==> src/rtl/hi_ssp_receiver.sv <==
// Slave-side SSP receiver: generates the serial bit clock and byte frame for the ARM,
// deserialises ssp_dout MSB-first on ssp_clk falls and queues completed bytes in a small FIFO.
module hi_ssp_receiver #(
    parameter int CLK_HALF   = 2,
    parameter int FIFO_DEPTH = 4
) (
    input  logic       ck_1356meg,
    input  logic       reset,
    input  logic       enable,
    input  logic       ssp_dout,
    output logic       ssp_clk,
    output logic       ssp_frame,
    output logic [7:0] rx_data,
    output logic       rx_valid,
    input  logic       rx_ready,
    output logic       overrun,
    input  logic       clr_overrun
);

    localparam int            PW       = $clog2(FIFO_DEPTH);
    localparam int            TC_INT   = CLK_HALF - 1;
    localparam logic [7:0]    DIV_TC   = TC_INT[7:0];
    localparam logic [PW:0]   FULL_CNT = FIFO_DEPTH[PW:0];
    localparam logic [PW:0]   CNT_ONE  = 1;
    localparam logic [PW-1:0] PTR_ONE  = 1;

    logic [7:0]    div;
    logic [2:0]    bit_cnt;
    logic [7:0]    shift;
    logic [7:0]    mem [FIFO_DEPTH];
    logic [PW-1:0] wr_ptr;
    logic [PW-1:0] rd_ptr;
    logic [PW:0]   count;

    logic       tc;
    logic       fall;
    logic       push;
    logic       pop;
    logic       full;
    logic       accept;
    logic       ovr_set;
    logic [7:0] byte_in;

    // Event decode: a fall is the terminal-count edge while ssp_clk is high.
    always_comb begin
        tc      = (div == DIV_TC);
        fall    = enable && tc && ssp_clk;
        byte_in = {shift[6:0], ssp_dout};
        push    = fall && (bit_cnt == 3'd7);
        pop     = rx_valid && rx_ready;
        full    = (count == FULL_CNT);
        accept  = push && (!full || pop);
        ovr_set = push && full && !pop;
    end

    assign rx_valid = (count != {(PW+1){1'b0}});
    assign rx_data  = rx_valid ? mem[rd_ptr] : 8'h00;

    // Serial clock divider, frame generator and input shift register.
    always_ff @(posedge ck_1356meg or posedge reset) begin
        if (reset) begin
            div       <= 8'd0;
            ssp_clk   <= 1'b0;
            ssp_frame <= 1'b0;
            bit_cnt   <= 3'd0;
            shift     <= 8'd0;
        end else if (!enable) begin
            div       <= 8'd0;
            ssp_clk   <= 1'b0;
            ssp_frame <= 1'b0;
            bit_cnt   <= 3'd0;
            shift     <= 8'd0;
        end else if (tc) begin
            div     <= 8'd0;
            ssp_clk <= ~ssp_clk;
            if (!ssp_clk) begin
                ssp_frame <= (bit_cnt == 3'd0);
            end else begin
                shift   <= byte_in;
                bit_cnt <= bit_cnt + 3'd1;
            end
        end else begin
            div <= div + 8'd1;
        end
    end

    // Receive FIFO storage and pointers; occupancy is one bit wider than the pointers.
    always_ff @(posedge ck_1356meg or posedge reset) begin
        if (reset) begin
            wr_ptr <= {PW{1'b0}};
            rd_ptr <= {PW{1'b0}};
            count  <= {(PW+1){1'b0}};
            for (int i = 0; i < FIFO_DEPTH; i++) begin
                mem[i] <= 8'h00;
            end
        end else begin
            if (accept) begin
                mem[wr_ptr] <= byte_in;
                wr_ptr      <= wr_ptr + PTR_ONE;
            end
            if (pop) begin
                rd_ptr <= rd_ptr + PTR_ONE;
            end
            case ({accept, pop})
                2'b10:   count <= count + CNT_ONE;
                2'b01:   count <= count - CNT_ONE;
                default: count <= count;
            endcase
        end
    end

    // Sticky overrun flag; a drop in the same cycle as a clear keeps it set.
    always_ff @(posedge ck_1356meg or posedge reset) begin
        if (reset) begin
            overrun <= 1'b0;
        end else if (ovr_set) begin
            overrun <= 1'b1;
        end else if (clr_overrun) begin
            overrun <= 1'b0;
        end else begin
            overrun <= overrun;
        end
    end

endmodule

==> config.mk <==
export PLATFORM = sky130hd
export DESIGN_NAME = hi_ssp_receiver
export DESIGN_NICKNAME = d
export VERILOG_FILES = /design/src/rtl/hi_ssp_receiver.sv
export SDC_FILE = /design/constraint.sdc
export NUM_CORES = 1
export LEC_CHECK = 0
export ABC_AREA = 0
export CAP_MARGIN = 30
export CELL_PAD_IN_SITES_DETAIL_PLACEMENT = 1
export CELL_PAD_IN_SITES_GLOBAL_PLACEMENT = 2
export CORE_MARGIN = 1
export CORE_UTILIZATION = 40
export DETAILED_ROUTE_END_ITERATION = 10
export PLACE_DENSITY_LB_ADDON = 0.1
export SLEW_MARGIN = 25
export SYNTH_ARGS = -nofsm -noshare
export SYNTH_HDL_FRONTEND = slang
export SYNTH_SLANG_ARGS = --single-unit
==> constraint.sdc <==
create_clock -name ck_1356meg -period 6.8 [get_ports ck_1356meg]
set_input_delay 0.68 -clock ck_1356meg [delete_from_list [all_inputs] [get_ports ck_1356meg]]
set_output_delay 0.68 -clock ck_1356meg [all_outputs]
set_load 0.01 [all_outputs]
* Word-level counts from Yosys, hierarchy flattened
Cells that the tools add are included.
Word-level totals: register bits 60, output and inout port bits 12
Cells by class: add/sub/neg operators 6, magnitude comparators 3, equality and inequality tests 8, mux-type cells 23, bitwise operators 3, reduce and logical (&&, ||, !) cells 17
Operators with widths (count):
- $mux 8 | 6
- $bwmux 32 | 1
- $mux 7 | 3
- $bmux 8 s2 | 1
- $demux 8 s2 | 1
- $mux 3 | 3
- $add 8x1->8 const B | 1
- $eq 8x1->1 const B | 1
- $logic_and 1x1->1 | 8
- $mux 1 | 7
- $add 3x1->3 const B | 2
- $eq 3x3->1 const B | 2
- $ge 3x3->1 const B | 2
- $not 2->3 | 2
- $pmux 3 s2 | 1
- $add 2x1->2 const B | 2
- $ne 2x1->1 const B | 2
- $reduce_and 2->1 | 2
- $reduce_bool 2->1 | 2
- $logic_not 3->1 | 1
- $lt 3x1->1 const B | 1
- $reduce_bool 3->1 | 1
- $sub 3x1->3 const B | 1
- $eq 2x1->1 const B | 1
- other kinds (5) | 6

* Logic depth before layout (Yosys ltp)
Gate-level depths: netlist of run 1.
depth after elaboration 7, gate-level depth with buffers 11, mapped depth without buffers 10

* Worst setup path before layout of run 1
OpenSTA, ideal clock, no wires.
path type register -> register, from reg bit_cnt[0], to reg count[1], library setup time 0.123 ns, arrival time 2.154 ns, required time 6.677 ns, setup slack 4.523 ns, stages on the path, launching flop included 11, cells stage by stage dfrtp_1 -> ha_1 -> ha_1 -> and3_1 -> and3_1 -> buf_6 -> nor2_1 -> fa_1 -> inv_1 -> a211oi_1 -> o221a_2
On the way: longest elaborated chain between the ends 5, elaborated cells on any way between the ends 7, those cells by class eq/ne: 3; mux: 1; reduce/logical: 3
RTL lines:
- from (decl) | RTL line 28 | logic [2:0] bit_cnt;
- from (signal assigned) | RTL line 80 | bit_cnt <= bit_cnt + 3'd1;
- $eq 3x3->1 (*) | RTL line 49 | push = fall && (bit_cnt == 3'd7);
- $logic_and 1x1->1 (*) | RTL line 49
- $logic_and 1x1->1 (*) | RTL line 52 | accept = push && (!full || pop);
- $eq 2x1->1 / $eq 2x2->1 (equally long branches) | RTL line 104 | case ({accept, pop})
- $pmux 3 s2 / $reduce_bool 2->1 (equally long branches)
- to (signal assigned) | RTL line 105 | 2'b10: count <= count + CNT_ONE;
- to (signal assigned) | RTL line 106 | 2'b01: count <= count - CNT_ONE;
- to (signal assigned) | RTL line 107 | default: count <= count;
- to (decl) | RTL line 33 | logic [PW:0] count;
Mark *: on every way between the ends. The rest lies on a longest branch, timed or not. A chain may end at the register's enable or synchronous reset.

* Worst setup path in the final report of run 1
from in enable, to reg count[1]
On the way: longest elaborated chain between the ends 6, elaborated cells on any way between the ends 8, those cells by class eq/ne: 2; mux: 1; reduce/logical: 5
RTL lines:
- from (decl) | RTL line 9 | input logic enable,
- $logic_and 1x1->1 (*) (2 in a row) | RTL line 47 | fall = enable && tc && ssp_clk;
- $logic_and 1x1->1 (*) | RTL line 49
- $logic_and 1x1->1 (*) | RTL line 52
- $eq 2x1->1 / $eq 2x2->1 (equally long branches) | RTL line 104
- $pmux 3 s2 / $reduce_bool 2->1 (equally long branches)
Marked as above.

==> flow_summary.yaml, run 1 <==
status:
  status: "finished, final reports clean"
worst_setup_path:
  cp-start-kind: "primary input"
  crit_arrival_ns: 3.49
  crit_required_ns: 7.07
  cp_max_fo: 15
  ff2ff_path_depth: 9
  crit_end: "count[1]$_DFFE_PP0P_"
  r2r-end: "count[1]$_DFFE_PP0P_"
  worst-r2r-setup-slack_ns: 3.88
  setup.worst_path.start: "enable"
  critical_path_class: "primary input to flop"
  reg2reg_from: "div[1]$_DFF_PP0_"
  critPathCaptureType: "flop"
power:
  p_int_mw: 0.691
  ir_drop_mv: 0.128
  p_switching_mw: 0.254
  powerDensity_nw_per_um2: 271
  seq_power_share: 0.447
  combinationalPowerShare: 0.143
  power.share.clock: 0.410
  leakage_nw: 1.65
  switching_share: 0.269
timing:
  hold_viol_final: 0
  max_freq_mhz: 311
  fin_crit_sh: 0.473
  max-slew-margin-rel: 0.487
  skew_ns: 0.00586
  maxSlewViolCount: 0
  worst_pin_slew_ns: 0.770
  setup_tns_ns: 0
  rsz0062_at_grt: "no"
  fin_crit_ns: 3.21
  setup-violations-final: 0
cts:
  postCtsSetupBuffers: 0
  post_cts_resized: 0
  clk_pin_slew_ns: 0.07
  cts_buffers: 9
  postCtsHoldBufs: 0
  cts_root_buffer: "clkbuf_8"
  clk_path_buf_depth: 2
  cts.sinks: 60
  htreeDepth: 3
  cts_tree: "yes"
  clock_latency_ns: 0.33
global_route:
  grt_max_degree: 61
  antenna_found_initial: 0
  grt_pass1_vias: 1955
  grt_pass1_wl_um: 10300
  globalRouteOverflowTotal: 0
  grt_use_total: 0.181
yosys:
  synthXorXnorAreaFrac: 0.0350
  synthAdderAreaFrac: 0.0441
  synth_nets: 240
  synth.top_cell.area_share: 0.499
  synth.most_common_cell: "dfrtp_1"
  synthCells: 224
  synth_compound_area_frac: 0.0291
  synth-edff-count: 0
  synth_async_sr_flop_share: 1.00
  synth.area.top_cells: "dfrtp_1, mux2_2, mux4_2, ha_1, mux2i_1"
  ys_seq_area_frac: 0.499
  ys_types: 38
  synth_area_um2: 3010
  synthMuxAreaShare: 0.226
  syn_area_per_cell_um2: 13.4
  synth_common_cells: "dfrtp_1, mux2_2, and2_1, mux2i_1"
  synth-main-ff-cell: "dfrtp_1"
  synthSimpleGateAreaFrac: 0.136
  synth_top_area_cell: "dfrtp_1"
  synth_top_family_by_area: "multiplexers"
  synth-seq-cells: 60
  synth_warnings: 0
route:
  drc: 0
  wl_per_cell_um: 17.7
  dr.pass1.iters: 2
  drt-total-wl_um: 6170
  vias: 1802
  postRouteAntennaNets: 0
  drt_iter0_markers: 37
  viasPerCell: 5.18
job:
  maxCapViolations: 0
final_layout:
  drive_gt1_frac: 0.277
  final_cell_area_um2: 3490
  fill_cells: 755
  fin_cells: 348
  final_util: 0.481
  diodes: 0
  fin_nets: 261
  area_growth_pct: 16.1
die:
  fp.coreArea_um2: 7250
  die_area_um2: 7870
  die_y_um: 88.7
  start_util: 0.415
  io_pins: 18
  core.rowCount: 31
  die_w_um: 88.7
placed_design:
  place_hpwl_um: 4230
  dp.cells: 333
  globalplace.congestion: 0.724
  io_buffer_count: 17
  post_dp_cell_area_um2: 3250
worst_hold_path:
  hold_path.class: "flop to flop"
  whs_path_depth: 1
[per-layer routing]
layer  track usage  vias to the layer above  wire length [um]
li1              -                      835                 -
met1         0.242                      933              2910
met2         0.279                       21              3020
met3        0.0345                       13                99
met4        0.0968                        0               137
met5             0                        -                 0
[metrics by stage]
step | hold WS, ns | setup slack [ns] | power, mW
detailed placement | 0.494 | 3.22 | 0.569
global placement | 0.482 | 3.35 | 0.564
floorplan | 0.474 | 4.52 | 0.516
finish | 0.504 | 3.59 | 0.945
CTS | 0.508 | 3.58 | 0.961
global route | 0.524 | 3.31 | 0.993
[power groups by stage]
stage	Clock, mW	Combinational [mW]	Sequential, mW
final	0.387	0.135	0.423
after global routing	0.413	0.150	0.429
after CTS	0.398	0.138	0.425
after detailed placement	0	0.137	0.432
after global placement	0	0.133	0.430
after floorplan	0	0.123	0.393
[registers in the layout (all words and copies together), names as in the netlist]
signal and count:
bit_cnt 3, count 3, div 8, mem 32, overrun 1, rd_ptr 2
shift 7, ssp_clk 1, ssp_frame 1, wr_ptr 2
[worst min path at each step]
| stage | from | end | slack, ns |
|---|---|---|---|
| after floorplan | mem[10]$_DFFE_PP0P_ | mem[10]$_DFFE_PP0P_ | 0.47 |
| after global placement | mem[14]$_DFFE_PP0P_ | mem[14]$_DFFE_PP0P_ | 0.48 |
| after detailed placement | mem[27]$_DFFE_PP0P_ | mem[27]$_DFFE_PP0P_ | 0.49 |
| after CTS | mem[14]$_DFFE_PP0P_ | mem[14]$_DFFE_PP0P_ | 0.51 |
| after global routing | mem[3]$_DFFE_PP0P_ | mem[3]$_DFFE_PP0P_ | 0.52 |
| final | mem[31]$_DFFE_PP0P_ | mem[31]$_DFFE_PP0P_ | 0.50 |
[critical path, cell delays in order]
cell	delay [ns]
clkdlybuf4s50_1	0.72
and3_1	0.34
and3_1	0.64
nor2_1	0.14
fa_1	0.54
inv_1	0.05
a211oi_1	0.16
o221a_2	0.21
[logic make-up after synthesis]
kind of cell | after synthesis
simple gates | 60
flops | 60
mux | 53
buf+inv | 17
compound gates | 12
xor+xnor | 12
fa+ha+maj | 10
[final cells by class]
type / count / area (um2) / area share
Sequential cell: 60 / 1500 / 0.430
Clock inverter: 5 / 100 / 0.0287
Inverter: 9 / 33.8 / 0.00968
Multi-Input combinational cell: 147 / 1420 / 0.406
Tap cell: 99 / 124 / 0.0355
Clock buffer: 10 / 138 / 0.0394
Timing Repair Buffer: 18 / 178 / 0.0509
[cells in the final DEF (no fill, tap or decap), types with 2 or more instances in the layout]
master / instances
nand3_1: 9
mux2i_1: 11
mux4_2: 8
mux2_2: 32
inv_1: 8
nor2_1: 10
nand3_4: 4
clkinv_2: 2
o21ai_0: 2
clkdlybuf4s50_1: 17
dfrtp_1: 60
nand2_1: 4
nor2b_1: 10
bufinv_16: 3
ha_1: 9
a211oi_1: 2
xnor2_1: 8
clkbuf_8: 10
and2_1: 11
and3_1: 3
xor2_1: 4
mux2_4: 2
o22ai_1: 2
Note: power is estimated with default switching activity, not from simulation.
==> run 2, diff against run 1 <==
==> constraint.sdc (replaced) <==
create_clock -name ck_1356meg -period 3.3 [get_ports ck_1356meg]
set_input_delay 0.33 -clock ck_1356meg [delete_from_list [all_inputs] [get_ports ck_1356meg]]
set_output_delay 0.33 -clock ck_1356meg [all_outputs]
set_load 0.01 [all_outputs]
==> run 2 against run 1 <==
  * Die area stayed put
  * Core utilization decreased by 0.38 points
  * Clock-buffer cell count rose by 2
  * Non-clock buffer count rose by 1
  * Wire length down 0.32%
  * Hold slack got worse by 0.15 ns
  * Global-route usage is 0.23 points higher
  * Combinational power rose by 100%
  * Flip-flop and latch count unchanged
  * Register-to-register slack got worse by 2.9 ns
  * Largest cell class unchanged
  * Highest routed layer unchanged
==> flow_summary.yaml, run 2 (same netlist as run 1, synthesis figures left out) <==
cts:
  clk_path_buf_depth: 2
  clk_pin_slew_ns: 0.07
  htreeDepth: 3
  clock_latency_ns: 0.33
  postCtsHoldBufs: 0
  cts_buffers: 9
  cts.sinks: 60
  cts_root_buffer: "clkbuf_8"
  post_cts_resized: 0
  cts_tree: "yes"
  postCtsSetupBuffers: 0
worst_setup_path:
  ff2ff_path_depth: 7
  path_buf_inv: 1
  crit_slowest_cell: "dfrtp_1"
  path_depth: 3
  crit_end: "rx_data[5]"
  critical-path-top-delay-family: "flip-flops"
  crit_required_ns: 2.97
  critPathCaptureType: "output pin"
  crit_arrival_ns: 2.29
  reg2reg_from: "count[0]$_DFFE_PP0P_"
  cp-start-kind: "flop"
  max_stage_delay_ns: 0.73
  r2r-end: "count[1]$_DFFE_PP0P_"
  crit_chain: "mux4_2 > and2_1 > clkdlybuf4s50_1"
  worst-r2r-setup-slack_ns: 0.97
  setup.worst_path.start: "rd_ptr[0]$_DFFE_PP0P_"
  critical_path_class: "flop to output pin"
  cp_max_fo: 10
timing:
  maxSlewViolCount: 0
  fin_crit_ns: 2.62
  setup_tns_ns: 0
  max-slew-margin-rel: 0.558
  skew_ns: 0.00868
  hold_viol_final: 0
  fin_crit_sh: 0.793
  setup-violations-final: 0
  rsz0062_at_grt: "no"
  worst_pin_slew_ns: 0.662
  max_freq_mhz: 382
worst_hold_path:
  hold_path.class: "primary input to asynchronous set/reset pin"
power:
  p_switching_mw: 0.520
  leakage_nw: 1.64
  ir_drop_mv: 0.242
  switching_share: 0.286
  power_mw: 1.82
  power.share.clock: 0.371
  combinationalPowerShare: 0.152
  p_int_mw: 1.30
  seq_power_share: 0.477
  powerDensity_nw_per_um2: 524
route:
  drt-total-wl_um: 6150
  dr.pass1.iters: 4
  drc: 0
  wl_per_cell_um: 17.6
  postRouteAntennaNets: 0
  drt_iter0_markers: 39
  viasPerCell: 5.16
  vias: 1805
final_layout:
  diodes: 0
  largest_reg_flops: 32
  largest-register: "mem"
  mostFrequentLayoutCells: "dfrtp_1, mux2_2, clkdlybuf4s50_1"
  fin_nets: 262
  top_regs: "mem: 32 flops, div: 8 flops, shift: 7 flops"
  drive_gt1_frac: 0.279
  area_growth_pct: 15.2
  layout_commonest_cell: "dfrtp_1"
die:
  start_util: 0.415
  die_w_um: 88.7
  die_y_um: 88.7
  io_pins: 18
  fp.coreArea_um2: 7250
  core.rowCount: 31
  die_area_um2: 7870
global_route:
  globalRouteOverflowTotal: 0
  grt_max_degree: 37
  grt_use_total: 0.183
  antenna_found_initial: 0
  grt_pass1_wl_um: 10400
  grt_pass1_vias: 1999
placed_design:
  io_buffer_count: 17
  place_hpwl_um: 4340
  globalplace.congestion: 0.732
status:
  status: "finished, final reports clean"
job:
  maxCapViolations: 0
==> run 2: cell count changes in the layout (fill, tap and decap cells not counted) <==
cell,delta
clkbuf_8,+1
clkinvlp_4,+1
bufinv_16,-2
clkbuf_1,+1
buf_4,+1
==> run 2: power groups by stage <==
stage | Sequential (mW) | Combinational [mW] | Clock, mW
detailed placement | 0.886 | 0.282 | 0
floorplan | 0.810 | 0.254 | 0
global placement | 0.882 | 0.272 | 0
CTS | 0.872 | 0.284 | 0.697
global route | 0.882 | 0.306 | 0.725
finish | 0.867 | 0.275 | 0.673
==> run 2: worst min path at each step <==
stage | startpoint | slack [ns] | cells after the start | endpoint
floorplan | clr_overrun | 0.44 | 1 | overrun$_DFFE_PP0P_
global placement | mem[14]$_DFFE_PP0P_ | 0.48 | 1 | mem[14]$_DFFE_PP0P_
detailed placement | mem[11]$_DFFE_PP0P_ | 0.49 | 1 | mem[11]$_DFFE_PP0P_
CTS | reset | 0.36 | 2 | mem[11]$_DFFE_PP0P_
global route | reset | 0.39 | 2 | mem[2]$_DFFE_PP0P_
finish | reset | 0.35 | 2 | mem[11]$_DFFE_PP0P_
==> run 2: layer usage <==
metal,GRT usage,vias to the layer above,share of wire
met5,0,-,0
met4,0.0792,0,0.014
met3,0.0392,8,0.017
met2,0.286,17,0.50
met1,0.247,940,0.47
li1,-,840,-
==> run 2: per-stage QoR <==
step                hold WS (ns)  area (um2)   util  cells  setup slack (ns)
finish                     0.353        3460  0.477    350             0.683
global route               0.393        3460  0.477    350             0.545
CTS                        0.364        3460  0.477    350             0.623
detailed placement         0.488        3260  0.450    334             0.647
global placement           0.482        3260  0.450    334             0.746
floorplan                  0.439        3010      -    224              1.02
==> run 2: final cells by class <==
class / instances / area, um2
Clock buffer: 12 / 155
Sequential cell: 60 / 1500
Multi-Input combinational cell: 147 / 1420
Clock inverter: 4 / 47.5
Tap cell: 99 / 124
Fill cell: 766 / 3790
Timing Repair Buffer: 19 / 185
Inverter: 9 / 33.8
==> run 2: worst reg2reg max path: stages, from the launching register on <==
cell and delay, ns:
dfrtp_1 0.47, or3_1 0.61, nand2_1 0.20, nor2_1 0.07
fa_1 0.50, inv_1 0.05, a211oi_1 0.16, o221a_2 0.21
==> run 3, diff against run 2 <==
==> constraint.sdc (replaced) <==
create_clock -name ck_1356meg -period 2.53 [get_ports ck_1356meg]
set_input_delay 0.253 -clock ck_1356meg [delete_from_list [all_inputs] [get_ports ck_1356meg]]
set_output_delay 0.253 -clock ck_1356meg [all_outputs]
set_load 0.01 [all_outputs]
==> run 3 against run 2 <==
  * Clock skew increased by 0.0090 ns
  * Critical path depth rose by 1
  * Largest cell class unchanged
  * Clock power rose by 26%
  * Power rose by 33%
  * Critical path type unchanged
==> flow_summary.yaml, run 3 (same netlist as run 1, synthesis figures left out) <==
global_route:
  grt_pass1_wl_um: 10500
  grt_pass1_vias: 1986
  globalRouteOverflowTotal: 0
  antenna_found_initial: 0
  grt_max_degree: 35
  grt_use_total: 0.188
timing:
  max-slew-margin-rel: 0.601
  fin_crit_sh: 0.934
  maxSlewViolCount: 0
  setup-violations-final: 0
  worst_pin_slew_ns: 0.598
  fin_crit_ns: 2.36
  max_freq_mhz: 423
  skew_ns: 0.0177
  hold_viol_final: 0
  rsz0062_at_grt: "no"
  setup_tns_ns: 0
worst_setup_path:
  setup.worst_path.start: "rd_ptr[0]$_DFFE_PP0P_"
  max_stage_delay_ns: 0.51
  crit_chain: "buf_4 > mux4_2 > and2_1 > clkdlybuf4s50_1"
  crit_slowest_cell: "mux4_2"
  path_depth: 4
  ff2ff_path_depth: 9
  path_buf_inv: 2
  r2r-end: "count[1]$_DFFE_PP0P_"
  critPathCaptureType: "output pin"
  crit_arrival_ns: 2.11
  worst-r2r-setup-slack_ns: 0.22
  critical-path-top-delay-family: "buffers and inverters"
  cp-start-kind: "flop"
  reg2reg_from: "bit_cnt[0]$_DFFE_PP0P_"
  critical_path_class: "flop to output pin"
  crit_required_ns: 2.28
  cp_max_fo: 8
  crit_end: "rx_data[4]"
placed_design:
  io_buffer_count: 17
  place_hpwl_um: 4490
  globalplace.congestion: 0.763
status:
  status: "finished, final reports clean"
final_layout:
  fill_cells: 770
  largest-register: "mem"
  fin_nets: 270
  area_growth_pct: 17.5
  diodes: 0
  drive_gt1_frac: 0.305
  largest_reg_flops: 32
  top_regs: "mem: 32 flops, div: 8 flops, shift: 7 flops"
  mostFrequentLayoutCells: "dfrtp_1, mux2_2, clkdlybuf4s50_1, mux2i_1, and2_1"
  layout_commonest_cell: "dfrtp_1"
cts:
  clk_path_buf_depth: 2
  cts_root_buffer: "clkbuf_8"
  htreeDepth: 3
  clk_pin_slew_ns: 0.08
  postCtsHoldBufs: 0
  cts_tree: "yes"
  clock_latency_ns: 0.33
  post_cts_resized: 0
  postCtsSetupBuffers: 0
  cts_buffers: 9
  cts.sinks: 60
die:
  die_area_um2: 7870
  core.rowCount: 31
  die_w_um: 88.7
  start_util: 0.415
  die_y_um: 88.7
  io_pins: 18
  fp.coreArea_um2: 7250
route:
  dr.pass1.iters: 4
  wl_per_cell_um: 17.8
  viasPerCell: 5.20
  drt_iter0_markers: 38
  postRouteAntennaNets: 0
  drt-total-wl_um: 6390
  drc: 0
  vias: 1861
worst_hold_path:
  hold_path.class: "primary input to asynchronous set/reset pin"
power:
  ir_drop_mv: 0.414
  power_mw: 2.41
  leakage_nw: 1.68
  powerDensity_nw_per_um2: 683
job:
  maxCapViolations: 0
-- run 3: cell types whose count changed in the layout (fill, tap and decap cells not counted), sizes merged --
cell    change
inv         +1
clkinv      +1
buf         +8
clkbuf      -2
-- run 3: how the worst min path moves through the flow --
stage | from | end | cells past startpoint
3_3_place_gp | mem[12]$_DFFE_PP0P_ | mem[12]$_DFFE_PP0P_ | 1
6_report | reset | div[3]$_DFF_PP0_ | 2
5_1_grt | reset | div[7]$_DFF_PP0_ | 2
4_1_cts | reset | mem[11]$_DFFE_PP0P_ | 2
3_5_place_dp | mem[9]$_DFFE_PP0P_ | mem[9]$_DFFE_PP0P_ | 1
2_1_floorplan | clr_overrun | overrun$_DFFE_PP0P_ | 1
-- run 3: power by group --
part	switching [mW]	leakage (nW)	total, mW	internal (mW)
clock	0.370	0.102	0.850	0.480
combinational	0.266	0.746	0.492	0.226
sequential	0.0685	0.830	1.07	1.00
-- run 3: layout make-up --
cell class	count	area, um2	share of cell area
Tap cell	99	124	0.0351
Clock buffer	10	138	0.0390
Multi-Input combinational cell	147	1420	0.401
Clock inverter	6	61.3	0.0174
Timing Repair Buffer	27	258	0.0730
Sequential cell	60	1500	0.425
Inverter	9	33.8	0.00956
-- run 3: metal layers --
metal	vias up	wire length, um	share of wire	track usage
met2	21	3140	0.49	0.297
met3	8	145	0.023	0.0364
met4	0	93	0.015	0.0777
li1	856	-	-	-
met1	976	3010	0.47	0.254
met5	-	0	0	0
-- run 3: worst register-to-register path: stages, from the launching register on --
cell	delay [ns]
dfrtp_1	0.41
ha_1	0.22
ha_1	0.17
and3_1	0.25
and3_1	0.19
nor2_1	0.13
fa_1	0.45
inv_1	0.08
a211oi_1	0.04
o221a_2	0.26
-- run 3: stage by stage --
step,cells,cell area (um2),hold WS (ns),setup WS [ns],utilization
after CTS,358,3530,0.320,0.135,0.487
after global placement,342,3330,0.480,0.287,0.460
after detailed placement,342,3330,0.494,0.176,0.460
after global routing,358,3530,0.341,0.0861,0.487
final,358,3530,0.316,0.167,0.487
after floorplan,224,3010,0.362,0.253,-
